<file path="src/rtl/io_bus_pkg.sv">
// Shared field positions, FSM state encoding and open-bus value for the IO request/response stream.
package io_bus_pkg;
  localparam int IO_REQ_WR_BIT  = 32;
  localparam int IO_REQ_ADDR_HI = 31;
  localparam int IO_REQ_ADDR_LO = 16;
  localparam int IO_REQ_DATA_HI = 15;
  localparam int IO_REQ_DATA_LO = 0;
  localparam int CMD_WORD_BIT   = 33;

  localparam logic [15:0] OPEN_BUS_WORD = 16'hFFFF;

  typedef enum logic [1:0] {
    IDLE    = 2'd0,
    REQ     = 2'd1,
    WAIT_RD = 2'd2,
    RSP     = 2'd3
  } io_master_state_t;
endpackage

</file>
<file path="src/rtl/io_bus_master.sv">
// Port-IO initiator: turns CPU IN/OUT commands into io_req beats and returns read data (open bus on timeout).
// Optional IO_WORD_SPLIT_EN: word commands go out as two byte transactions (addr, addr+1).
module io_bus_master
  import io_bus_pkg::*;
#(
  parameter int TIMEOUT_CYCLES = 256
) (
  input  logic        clk,
  input  logic        resetn,
  input  logic        cmd_s_tvalid,
  output logic        cmd_s_tready,
  input  logic [33:0] cmd_s_tdata,
  output logic        io_req_m_tvalid,
  input  logic        io_req_m_tready,
  output logic [39:0] io_req_m_tdata,
  input  logic        io_rd_s_tvalid,
  output logic        io_rd_s_tready,
  input  logic [15:0] io_rd_s_tdata,
  output logic        rsp_m_tvalid,
  input  logic        rsp_m_tready,
  output logic [15:0] rsp_m_tdata,
  output logic        timeout_pulse,
  output logic        stale_pulse
);

`ifdef IO_WORD_SPLIT_EN
  localparam bit SPLIT = 1'b1;
`else
  localparam bit SPLIT = 1'b0;
`endif

  io_master_state_t state, state_nxt;

  logic        word, wr, half;
  logic [15:0] addr, wdata, cnt;
  logic [7:0]  lo_byte;
  logic        cmd_fire, req_fire, rd_hit, tmo, rd_done, more, launch_hi;
  logic [15:0] rd_val, cmd_first;
  logic [7:0]  rd_byte;

  assign cmd_s_tready   = resetn && (state == IDLE);
  assign io_rd_s_tready = 1'b1;

  assign cmd_fire  = cmd_s_tvalid && cmd_s_tready;
  assign req_fire  = io_req_m_tvalid && io_req_m_tready;
  assign rd_hit    = (state == WAIT_RD) && io_rd_s_tvalid;
  // Data beat beats the terminal count when both land in the same cycle.
  assign tmo       = (state == WAIT_RD) && !io_rd_s_tvalid && (cnt == 16'(TIMEOUT_CYCLES - 1));
  assign rd_done   = rd_hit || tmo;
  assign more      = SPLIT && word && !half;
  assign launch_hi = more && ((req_fire && wr) || rd_done);
  assign rd_val    = rd_hit ? io_rd_s_tdata : OPEN_BUS_WORD;
  assign rd_byte   = rd_val[7:0];
  assign cmd_first = (cmd_s_tdata[CMD_WORD_BIT] && !SPLIT) ?
                     cmd_s_tdata[IO_REQ_DATA_HI:IO_REQ_DATA_LO] : {8'h00, cmd_s_tdata[7:0]};

  always_ff @(posedge clk) begin
    if (!resetn) state <= IDLE;
    else         state <= state_nxt;
  end

  always_comb begin
    state_nxt = state;
    unique case (state)
      IDLE:    if (cmd_fire)     state_nxt = REQ;
      REQ:     if (req_fire)     state_nxt = wr ? (more ? REQ : IDLE) : WAIT_RD;
      WAIT_RD: if (rd_done)      state_nxt = more ? REQ : RSP;
      RSP:     if (rsp_m_tready) state_nxt = IDLE;
      default:                   state_nxt = IDLE;
    endcase
  end

  always_ff @(posedge clk) begin
    if (!resetn) begin
      io_req_m_tvalid <= 1'b0;
      io_req_m_tdata  <= '0;
      rsp_m_tvalid    <= 1'b0;
      rsp_m_tdata     <= '0;
      timeout_pulse   <= 1'b0;
      stale_pulse     <= 1'b0;
      word            <= 1'b0;
      wr              <= 1'b0;
      half            <= 1'b0;
      addr            <= '0;
      wdata           <= '0;
      cnt             <= '0;
      lo_byte         <= '0;
    end else begin
      io_req_m_tvalid <= (state_nxt == REQ);
      rsp_m_tvalid    <= (state_nxt == RSP);
      timeout_pulse   <= tmo;
      stale_pulse     <= io_rd_s_tvalid && (state != WAIT_RD);

      if (cmd_fire) begin
        word           <= cmd_s_tdata[CMD_WORD_BIT];
        wr             <= cmd_s_tdata[IO_REQ_WR_BIT];
        addr           <= cmd_s_tdata[IO_REQ_ADDR_HI:IO_REQ_ADDR_LO];
        wdata          <= cmd_s_tdata[IO_REQ_DATA_HI:IO_REQ_DATA_LO];
        half           <= 1'b0;
        io_req_m_tdata <= {7'd0, cmd_s_tdata[IO_REQ_WR_BIT],
                           cmd_s_tdata[IO_REQ_ADDR_HI:IO_REQ_ADDR_LO], cmd_first};
      end

      // Second half of a split word: address wraps at 16 bits.
      if (launch_hi) begin
        half           <= 1'b1;
        io_req_m_tdata <= {7'd0, wr, addr + 16'd1, 8'h00, wdata[15:8]};
      end

      if (req_fire)
        cnt <= '0;
      else if ((state == WAIT_RD) && !io_rd_s_tvalid)
        cnt <= cnt + 16'd1;

      if (rd_done) begin
        if (more)               lo_byte     <= rd_byte;
        else if (SPLIT && word) rsp_m_tdata <= {rd_byte, lo_byte};
        else if (word)          rsp_m_tdata <= rd_val;
        else                    rsp_m_tdata <= {8'h00, rd_byte};
      end
    end
  end

endmodule

</file>
<file path="config.mk">
export PLATFORM = sky130hd
export DESIGN_NAME = io_bus_master
export DESIGN_NICKNAME = d
export VERILOG_FILES = /design/src/rtl/io_bus_pkg.sv /design/src/rtl/io_bus_master.sv
export SDC_FILE = /design/constraint.sdc
export NUM_CORES = 1
export LEC_CHECK = 0
export BUFFER_PORTS_ARGS = -buffer_cell sky130_fd_sc_hd__buf_4
export CORE_UTILIZATION = 45
export CTS_CLUSTER_SIZE = 10
export DETAILED_ROUTE_END_ITERATION = 8
export PLACE_DENSITY = 0.78
export SYNTH_ARGS = -nofsm -noshare
export SYNTH_HDL_FRONTEND = slang
export SYNTH_SLANG_ARGS = --single-unit
export TNS_END_PERCENT = 5
</file>
<file path="constraint.sdc">
create_clock -name clk -period 1.7 [get_ports clk]
set_input_delay 0.085 -clock clk [delete_from_list [all_inputs] [get_ports clk]]
set_output_delay 0.085 -clock clk [all_outputs]
set_load 0.01 [all_outputs]
</file>
==> reports/results.ini, run 1 <==
[setup_path]
r2r_end=cnt[15]$_SDFFE_PP0P_
r2r_setup_slack_ns=0.12
reg2reg_from=state[1]$_SDFF_PN0_
cp_cell_sequence=and4bb_4 -> nand3_4 -> or4_1 -> a21oi_1
cp_data_arrival_time_ns=1.83
cp-end-kind=flop
slowest_stage=or4_1
cp.required_ns=1.96
crit_path_start_kind=flop
slowest_delay_ns=0.52
worst-path-stages=4
cp_num_buf_inv=0
cp_max_fo=9
path_class=flop to flop
reg2regPathDepth=4
cp_top_family=simple AND/OR/NAND/NOR gates

[synthesis]
synth_area_per_cell_um2=8.90
synth_xor_area_share_pct=2.68
yosys.area_share.simple_pct=21.2
netlist_area_mm2=0.00295
synth_top_family_by_area=simple AND/OR/NAND/NOR gates
synth_cells=331
async_reset_ff_share_pct=0
yosysSeqAreaShare_pct=48.9
yosysWarnings=0
synth_mux_area_share_pct=3.06
synth_compound_area_share_pct=17.8
synthAdderAreaFrac_pct=0.425
synth_cell_types=46
synthFlopType=dfxtp_1
synth_edf_count=0
synth.ff_latch_count=72

[die]
die_w_um=82.9
start_util_pct=46.4
die_area_mm2=0.00687
num_rows=29
fp.dieH_um=82.9
fp.coreArea_mm2=0.00635
io_pins=118

[route]
detail_route.iter0.violations=114
routed_wl_um=7640
viasPerCell=5.21
vias=2849
wl_per_cell_um=14.0
drc=0
final_antenna_net_count=0
dr.pass1.iters=4

[clocking]
htree_levels=3
cts_buffer_depth=2
clock-root-buffer=clkbuf_8
clk_pin_slew_ns=0.08
clock-sinks=72
cts_tree=yes
clk_latency_ns=0.34
numCtsBuffers=9

[finish]
layout_common_cells=buf_4, nand2_1, dfxtp_1, a21oi_1, dlygate4sd3_1
regArea_mm2=0.00144
drive_gt1_share_pct=32.8
multi_input_area_mm2=0.00136
layout_commonest_cell=buf_4
fill_cells=503
antenna_cells=0
area_growth_pct=44.7
fin_cells=547
fin_nets=522

[grt]
grt_max_degree=41
antenna_found_initial=0
grt_util_met3_pct=6.66
grt_util_met1_pct=25.8
grtUsageTotal_pct=22.0
busiest_layer=met2
grt.met2_usage_pct=36.7
grt_pass1_wl_um=12300
grt_overflow=0
grt_pass1_vias=2720

[sta]
slew-limit-headroom_pct=64.4
rsz0062_at_grt=no
tightest_slew_ns=0.533
setup_viol=0
hold_viol=0
setup_tns_ns=0
skew_ns=0.00848
max_freq_mhz=633
fin_crit_ns=1.58
drv_slew=0
fin_crit_sh_pct=92.9

[place]
place.gp.congestion=0.759
hpwl_um=5050
dp_cells=505
port_buffers=109

[pwr]
peakVddDrop_v=0.000676
p_leak_nw=1.85
power_density_mw_per_mm2=813

[status]
outcome=completed

[job]
maxCapViolations=0

[min_path]
holdCritStartpoint=cmd_s_tdata[4]
hold-path-endpoint=io_req_m_tdata[4]$_SDFFE_PN0P_
min_path_type=primary input to flop
holdPathStages=3

-- cell type report --
type	count	share of cell area [%]
multi-input cells	233	31.9
clock buffers	12	3.17
well taps	77	2.26
flip-flops and latches	72	33.9
clock inverters	4	1.06
repair buffers	147	27.5
inverters	2	0.176
-- stage by stage --
step	power, mW	setup slack [ns]	hold WS [ns]	utilization (%)	instance area, um2
final	3.46	0.121	0.0142	67.1	4260
after global routing	3.60	0.0168	0.0124	67.1	4260
after CTS	3.47	0.0262	0.00190	66.7	4240
after detailed placement	2.17	0.0644	0.285	60.2	3820
after global placement	2.16	0.117	0.278	60.2	3820
after floorplan	1.97	0.136	0.194	-	2970
-- worst reg2reg max path, cell delays in order, from the launching register on --
cell	delay, ns
dfxtp_2	0.41
and4bb_4	0.30
nand3_4	0.11
or4_1	0.52
a21oi_1	0.16
-- sequential cells by signal, summed over array words and instances, names as in the netlist --
register	flops
rsp_m_tdata	16
io_req_m_tvalid	1
io_req_m_tdata	32
cnt	16
state	2
word	1
wr	1
rsp_m_tvalid	1
timeout_pulse	1
stale_pulse	1
-- layer usage --
| metal | up-vias | routed length, um |
|---|---|---|
| met3 | 19 | 505 |
| met2 | 102 | 3760 |
| met5 | - | 0 |
| met1 | 1315 | 3180 |
| met4 | 0 | 196 |
| li1 | 1413 | - |
-- cells in the mapped netlist (3+ instances only) --
| master | count | area [um2] |
|---|---|---|
| a21oi_1 | 32 | 160 |
| a31oi_1 | 3 | 18.8 |
| buf_2 | 5 | 25.0 |
| buf_4 | 9 | 67.6 |
| clkbuf_1 | 14 | 52.6 |
| dfxtp_1 | 72 | 1440 |
| mux2i_1 | 9 | 90.1 |
| nand2_1 | 76 | 285 |
| nand3_1 | 12 | 60.1 |
| nand4_1 | 3 | 18.8 |
| nor2_1 | 16 | 60.1 |
| o211ai_1 | 17 | 128 |
| o21ai_0 | 8 | 40.0 |
| o221a_2 | 8 | 90.1 |
| xnor2_1 | 5 | 43.8 |
| xor2_1 | 4 | 35.0 |
-- worst max-delay path by stage --
stage,start,to,slack (ns)
3_3_place_gp,state[1]$_SDFF_PN0_,cnt[12]$_SDFFE_PP0P_,0.12
3_5_place_dp,state[1]$_SDFF_PN0_,cnt[15]$_SDFFE_PP0P_,0.06
5_1_grt,state[0]$_SDFF_PN0_,io_req_m_tdata[8]$_SDFFE_PN0P_,0.02
2_1_floorplan,state[1]$_SDFF_PN0_,io_req_m_tdata[10]$_SDFFE_PN0P_,0.14
6_report,state[1]$_SDFF_PN0_,cnt[15]$_SDFFE_PP0P_,0.12
4_1_cts,state[1]$_SDFF_PN0_,cnt[15]$_SDFFE_PP0P_,0.03
-- power breakdown --
group	leakage (nW)	switching (mW)	internal (mW)	total (mW)
registers	0.585	0.0294	1.73	1.76
clock network	0.0941	0.612	0.673	1.29
logic	1.18	0.192	0.222	0.415
total	1.85	0.834	2.63	3.46
-- what timing repair did --
item,4_1_cts,5_1_grt
endpoints found under the setup margin,0,6
buffers inserted,0,3
hold buffers,23,0
gates resized for setup,0,2
hold endpoints to repair,23,0
-- cells by family after synthesis --
logic type | after synthesis
AND/OR/NAND/NOR | 128
AO/OA/AOI/OAI | 78
flip-flops | 72
buffers and inverters | 32
XOR/XNOR | 9
multiplexers | 9
other | 2
adder cells (fa/ha/maj) | 1
No activity file was read; power rests on OpenSTA's default activity.
==> run 2, diff against run 1 <==
--- a/config.mk
+++ b/config.mk
@@ -9,7 +9,7 @@
 export CORE_UTILIZATION = 45
 export CTS_CLUSTER_SIZE = 10
 export DETAILED_ROUTE_END_ITERATION = 8
-export PLACE_DENSITY = 0.78
+export PLACE_DENSITY = 0.75
 export SYNTH_ARGS = -nofsm -noshare
 export SYNTH_HDL_FRONTEND = slang
 export SYNTH_SLANG_ARGS = --single-unit
==> run 2 against run 1 <==
Via count is 1.4% lower. Highest routed layer unchanged. Final area is 0.76% higher. Largest cell class unchanged. Sequential power hardly changed. Register-to-register slack better by 0.02 ns. Maximum frequency is 1.1% higher. Worst setup slack better by 0.016 ns. Routed wire length is 0.90% lower. Clock power is 5% higher. Final cell count is 0.18% lower. Core utilization is 0.51 points higher. First-iteration DRC count is 7.0% higher.
==> reports/results.ini, run 2 (synthesized netlist as in run 1, its figures left out) <==
[pwr]
total_power_mw=3.53  ; was 3.46 mW
peakVddDrop_v=0.000620  ; was 0.000676 V
power_density_mw_per_mm2=823  ; was 813 mW/mm2
p_leak_nw=1.86  ; was 1.85 nW

[clocking]
clk_pin_slew_ns=0.07  ; was 0.08 ns
clock-sinks=72  ; unchanged
cts_tree=yes  ; unchanged
numCtsBuffers=9  ; unchanged
cts_buffer_depth=2  ; unchanged
htree_levels=3  ; unchanged
clock-root-buffer=clkbuf_8  ; unchanged
clk_latency_ns=0.34  ; about the same

[finish]
antenna_cells=0  ; unchanged
top_register=io_req_m_tdata  ; unchanged
fin_nets=521  ; was 522
layout_commonest_cell=buf_4  ; unchanged
layout_common_cells=buf_4, nand2_1, dfxtp_1, a21oi_1, dlygate4sd3_1  ; unchanged
reg_top3=io_req_m_tdata (32), cnt (16), rsp_m_tdata (16)  ; unchanged
largest_reg_flops=32  ; unchanged
area_growth_pct=45.8  ; was 44.7%
drive_gt1_share_pct=33.3  ; was 32.8%

[route]
final_antenna_net_count=0  ; unchanged
wl_per_cell_um=13.9  ; was 14.0 um
detail_route.iter0.violations=122  ; was 114
dr.pass1.iters=6  ; was 4
drc=0  ; unchanged
viasPerCell=5.14  ; was 5.21
vias=2809  ; was 2849
routed_wl_um=7570  ; was 7640 um

[sta]
worst_slack_ns=0.138  ; was 0.121 ns
drv_slew=0  ; unchanged
setup_viol=0  ; unchanged
hold_viol=0  ; unchanged
fin_crit_ns=1.56  ; was 1.58 ns
skew_ns=0.00460  ; was 0.00848 ns
rsz0062_at_grt=yes  ; was no
max_freq_mhz=640  ; was 633 MHz
fin_crit_sh_pct=91.9  ; was 92.9%

[grt]
grt_max_degree=33  ; was 41
grt_pass1_vias=2668  ; was 2720
grt_overflow=0  ; unchanged
antenna_found_initial=0  ; unchanged
grt_pass1_wl_um=12300  ; about the same
grtUsageTotal_pct=21.8  ; was 22.0%

[setup_path]
cp_top_family=simple AND/OR/NAND/NOR gates  ; unchanged
slowest_stage=or4_1  ; unchanged
cp.required_ns=1.97  ; was 1.96 ns
slowest_delay_ns=0.51  ; was 0.52 ns
cp_cell_sequence=and4bb_4 -> nand3_4 -> or4_1 -> a21oi_1  ; unchanged
reg2reg_from=state[0]$_SDFF_PN0_  ; was state[1]$_SDFF_PN0_
crit_path_start_kind=flop  ; unchanged
cp_num_buf_inv=0  ; unchanged
cp-startpoint=state[0]$_SDFF_PN0_  ; was state[1]$_SDFF_PN0_
cp_data_arrival_time_ns=1.83  ; about the same
cp_max_fo=8  ; was 9
path_class=flop to flop  ; unchanged
cp-end-kind=flop  ; unchanged

[place]
place.gp.congestion=0.753  ; was 0.759
hpwl_um=4990  ; was 5050 um
port_buffers=109  ; unchanged
dp_slack_ns=0.0925  ; was 0.0644 ns

[die]
die_area_mm2=0.00687  ; unchanged
io_pins=118  ; unchanged
start_util_pct=46.4  ; unchanged
die_w_um=82.9  ; unchanged
fp.coreArea_mm2=0.00635  ; unchanged
num_rows=29  ; unchanged
fp.dieH_um=82.9  ; unchanged

[status]
outcome=completed  ; unchanged

[job]
maxCapViolations=0  ; unchanged

[min_path]
holdCritStartpoint=cmd_s_tdata[1]  ; was cmd_s_tdata[4]
min_path_type=primary input to flop  ; unchanged

run 2: changes by cell type in the layout (fill, tap and decap cells not counted), moves of 2 or more:
cell and change:
dfxtp_2 +2, dfxtp_1 -2, buf_4 -2, clkbuf_1 -2, clkbuf_8 +5, clkinv_2 -3
run 2: cell type report:
| cell class | instances | area [um2] |
|---|---|---|
| inverters | 2 | 7.51 |
| clock buffers | 15 | 196 |
| repair buffers | 146 | 1170 |
| flip-flops and latches | 72 | 1450 |
| clock inverters | 1 | 7.51 |
| fillers | 504 | 2060 |
| well taps | 77 | 96.3 |
| multi-input cells | 233 | 1370 |
run 2: worst paths after layout:
check	end	slack [ns]	cells past startpoint
min	io_req_m_tdata[1]$_SDFFE_PN0P_	0.01	3
min reg2reg	io_req_m_tdata[10]$_SDFFE_PN0P_	0.45	2
max	cnt[15]$_SDFFE_PP0P_	0.14	4
max reg2reg	cnt[15]$_SDFFE_PP0P_	0.14	4
run 2: worst min-delay path, stage by stage:
cell and delay, ns:
buf_4 0.11, nand2_1 0.05, a21oi_1 0.06
run 2: metal layers:
| layer | share of wire [%] | vias to the layer above | track usage (%) |
|---|---|---|---|
| met2 | 49 | 97 | 36.2 |
| met4 | 1.7 | 0 | 8.93 |
| met5 | 0 | - | 0 |
| met1 | 43 | 1283 | 26.7 |
| met3 | 6.3 | 11 | 6.06 |
| li1 | - | 1418 | - |
run 2: repair_timing:
action	4_1_cts	5_1_grt
hold buffers	23	1
setup endpoints to repair	0	19
buffers inserted	0	0
endpoints found under the hold margin	23	1
gates resized for setup	0	5
run 2: per-stage QoR:
stage               hold WS, ns  utilization (%)  cell area, um2  std cells   TNS, ns
floorplan                 0.194                -            2970        337         0
global placement          0.279             60.4            3830        506         0
detailed placement        0.287             60.4            3830        506         0
CTS                     0.00370             67.2            4270        545         0
global route             0.0136             67.6            4290        546  -0.00813
finish                   0.0111             67.6            4290        546         0
run 2: report_power, final:
group          total, mW  switching, mW  internal [mW]  leakage (nW)
combinational      0.418          0.188          0.230          1.17
sequential          1.77         0.0331           1.73         0.586
clock               1.35          0.618          0.732         0.102
total               3.53          0.839           2.70          1.86
==> run 3, diff against run 2 <==
--- a/config.mk
+++ b/config.mk
@@ -6,6 +6,7 @@
 export NUM_CORES = 1
 export LEC_CHECK = 0
 export BUFFER_PORTS_ARGS = -buffer_cell sky130_fd_sc_hd__buf_4
+export CORE_ASPECT_RATIO = 0.7
 export CORE_UTILIZATION = 45
 export CTS_CLUSTER_SIZE = 10
 export DETAILED_ROUTE_END_ITERATION = 8
==> run 3 against run 2 <==
Die area barely moved. Count of clock-buffer cells in the layout fell by 3. Core utilization rose by 0.58 points. Clock skew rose by 0.0039 ns. Routed wire length rose by 1.8%. Final area fell by 0.32%. Critical endpoint unchanged.
==> reports/results.ini, run 3 (synthesized netlist as in run 1, its figures left out) <==
[status]
outcome=completed  ; unchanged

[setup_path]
cp_cell_sequence=and4bb_4 -> nand3_4 -> or4_1 -> a21oi_1  ; unchanged
crit_path_start_kind=flop  ; unchanged
reg2regPathDepth=4  ; unchanged
cp.required_ns=1.97  ; about the same
r2r_end=cnt[15]$_SDFFE_PP0P_  ; unchanged
path_class=flop to flop  ; unchanged
cp_data_arrival_time_ns=1.92  ; was 1.83 ns
cp_max_fo=8  ; unchanged
slowest_delay_ns=0.51  ; about the same
slowest_stage=or4_1  ; unchanged
r2r_setup_slack_ns=0.05  ; was 0.14 ns
cp-end-kind=flop  ; unchanged
cp_num_buf_inv=0  ; unchanged
cp_top_family=simple AND/OR/NAND/NOR gates  ; unchanged
reg2reg_from=state[0]$_SDFF_PN0_  ; unchanged

[sta]
setup_viol=0  ; unchanged
fin_crit_sh_pct=97.2  ; was 91.9%
hold_viol=0  ; unchanged
drv_slew=0  ; unchanged
max_freq_mhz=605  ; was 640 MHz
setup_tns_ns=0  ; unchanged
tightest_slew_ns=0.514
rsz0062_at_grt=no  ; was yes
slew-limit-headroom_pct=65.7
skew_ns=0.00852  ; was 0.00460 ns
fin_crit_ns=1.65  ; was 1.56 ns

[grt]
grtUsageTotal_pct=22.6  ; was 21.8%
grt_overflow=0  ; unchanged
grt_pass1_vias=2630  ; was 2668
antenna_found_initial=0  ; unchanged
grt_max_degree=41  ; was 33
grt_pass1_wl_um=12300  ; about the same

[finish]
fill_cells=489  ; was 504
antenna_cells=0  ; unchanged
largest_reg_flops=32  ; unchanged
layout_commonest_cell=buf_4  ; unchanged
top_register=io_req_m_tdata  ; unchanged
drive_gt1_share_pct=32.8  ; was 33.3%
fin_nets=520  ; was 521
reg_top3=io_req_m_tdata (32), cnt (16), rsp_m_tdata (16)  ; unchanged
area_growth_pct=45.3  ; was 45.8%
layout_common_cells=buf_4, nand2_1, dfxtp_1, a21oi_1, dlygate4sd3_1  ; unchanged

[min_path]
hold-path-endpoint=io_req_m_tdata[12]$_SDFFE_PN0P_  ; was io_req_m_tdata[1]$_SDFFE_PN0P_
min_path_type=primary input to flop  ; unchanged
holdCritStartpoint=cmd_s_tdata[12]  ; was cmd_s_tdata[1]
holdPathStages=3  ; unchanged

[clocking]
clk_latency_ns=0.34  ; about the same
clock-sinks=72  ; unchanged
clock-root-buffer=clkbuf_8  ; unchanged
htree_levels=3  ; unchanged
cts_tree=yes  ; unchanged
numCtsBuffers=9  ; unchanged
cts_buffer_depth=2  ; unchanged
clk_pin_slew_ns=0.07  ; about the same
post-cts-setup-buffers=0  ; unchanged

[pwr]
p_leak_nw=1.85  ; was 1.86 nW
peakVddDrop_v=0.000443  ; was 0.000620 V
power_density_mw_per_mm2=792  ; was 823 mW/mm2
total_power_mw=3.39  ; was 3.53 mW

[route]
routed_wl_um=7710  ; was 7570 um
final_antenna_net_count=0  ; unchanged
dr_wl_met2_um=3640  ; was 3680 um
wl_per_cell_um=14.1  ; was 13.9 um
vias=2825  ; was 2809
dr.pass1.iters=4  ; was 6
dr.max_layer_used=met4  ; unchanged
m1WireLength_um=3600  ; was 3280 um
wl_met3_um=402  ; was 475 um
detail_route.iter0.violations=102  ; was 122
drc=0  ; unchanged
viasPerCell=5.18  ; was 5.14

[die]
num_rows=24  ; was 29
die_area_mm2=0.00688  ; was 0.00687 mm2
io_pins=118  ; unchanged
start_util_pct=46.9  ; was 46.4%
fp.coreArea_mm2=0.00628  ; was 0.00635 mm2
die_w_um=98.7  ; was 82.9 um
fp.dieH_um=69.7  ; was 82.9 um

[place]
port_buffers=109  ; unchanged
place.gp.congestion=0.772  ; was 0.753
hpwl_um=5120  ; was 4990 um

[job]
maxCapViolations=0  ; unchanged

-- run 3: metrics by stage --
stage / hold slack (ns) / util, % / setup slack, ns / area (um2) / cells
after floorplan: 0.194 / - / 0.136 / 2970 / 337
after global placement: 0.278 / 61.0 / 0.0973 / 3830 / 505
after detailed placement: 0.285 / 61.0 / 0.0492 / 3830 / 505
after CTS: 0.00523 / 67.8 / 0.0172 / 4250 / 545
after global routing: 0.00270 / 68.2 / 0.0197 / 4280 / 545
final: 0.0111 / 68.2 / 0.0479 / 4280 / 545
-- run 3: cell type report --
type / count / area, um2 / area share (%)
clock buffer: 12 / 155 / 3.62
inverter: 2 / 7.51 / 0.175
timing repair buffer: 145 / 1180 / 27.5
tap: 78 / 97.6 / 2.28
sequential: 72 / 1440 / 33.7
multi-input combinational: 233 / 1390 / 32.4
clock inverter: 3 / 17.5 / 0.409
-- run 3: report_power, final --
group,switching (mW),internal (mW)
Combinational,0.190,0.227
Clock,0.608,0.597
Sequential,0.0340,1.73
Total,0.832,2.56
-- run 3: repair_timing --
action / CTS / global route
hold buffers: 25 / 0
gates resized for setup: 0 / 5
setup endpoints to repair: 0 / 11
endpoints found under the hold margin: 25 / 0
-- run 3: worst reg2reg max path, cell delays in order, from the launching register on --
cell and delay (ns):
dfxtp_1 0.40, and4bb_4 0.40, nand3_4 0.12, or4_1 0.51, a21oi_1 0.14
-- run 3: how the worst max path moves through the flow --
stage	start	to	slack [ns]	depth (start not counted)
5_1_grt	state[0]$_SDFF_PN0_	rsp_m_tdata[2]$_SDFFE_PN0P_	0.02	5
3_5_place_dp	cnt[0]$_SDFFE_PP0P_	rsp_m_tdata[2]$_SDFFE_PN0P_	0.05	6
3_3_place_gp	cnt[0]$_SDFFE_PP0P_	rsp_m_tdata[3]$_SDFFE_PN0P_	0.1	6
2_1_floorplan	state[1]$_SDFF_PN0_	io_req_m_tdata[10]$_SDFFE_PN0P_	0.14	6
6_report	state[0]$_SDFF_PN0_	cnt[15]$_SDFFE_PP0P_	0.05	4
4_1_cts	state[0]$_SDFF_PN0_	rsp_m_tdata[4]$_SDFFE_PN0P_	0.02	5
-- run 3: metal layers --
| layer | vias to the layer above | global-route usage (%) |
|---|---|---|
| met5 | - | 0 |
| met4 | 0 | 5.97 |
| met3 | 6 | 7.26 |
| met2 | 86 | 37.1 |
| met1 | 1321 | 28.9 |
| li1 | 1412 | - |
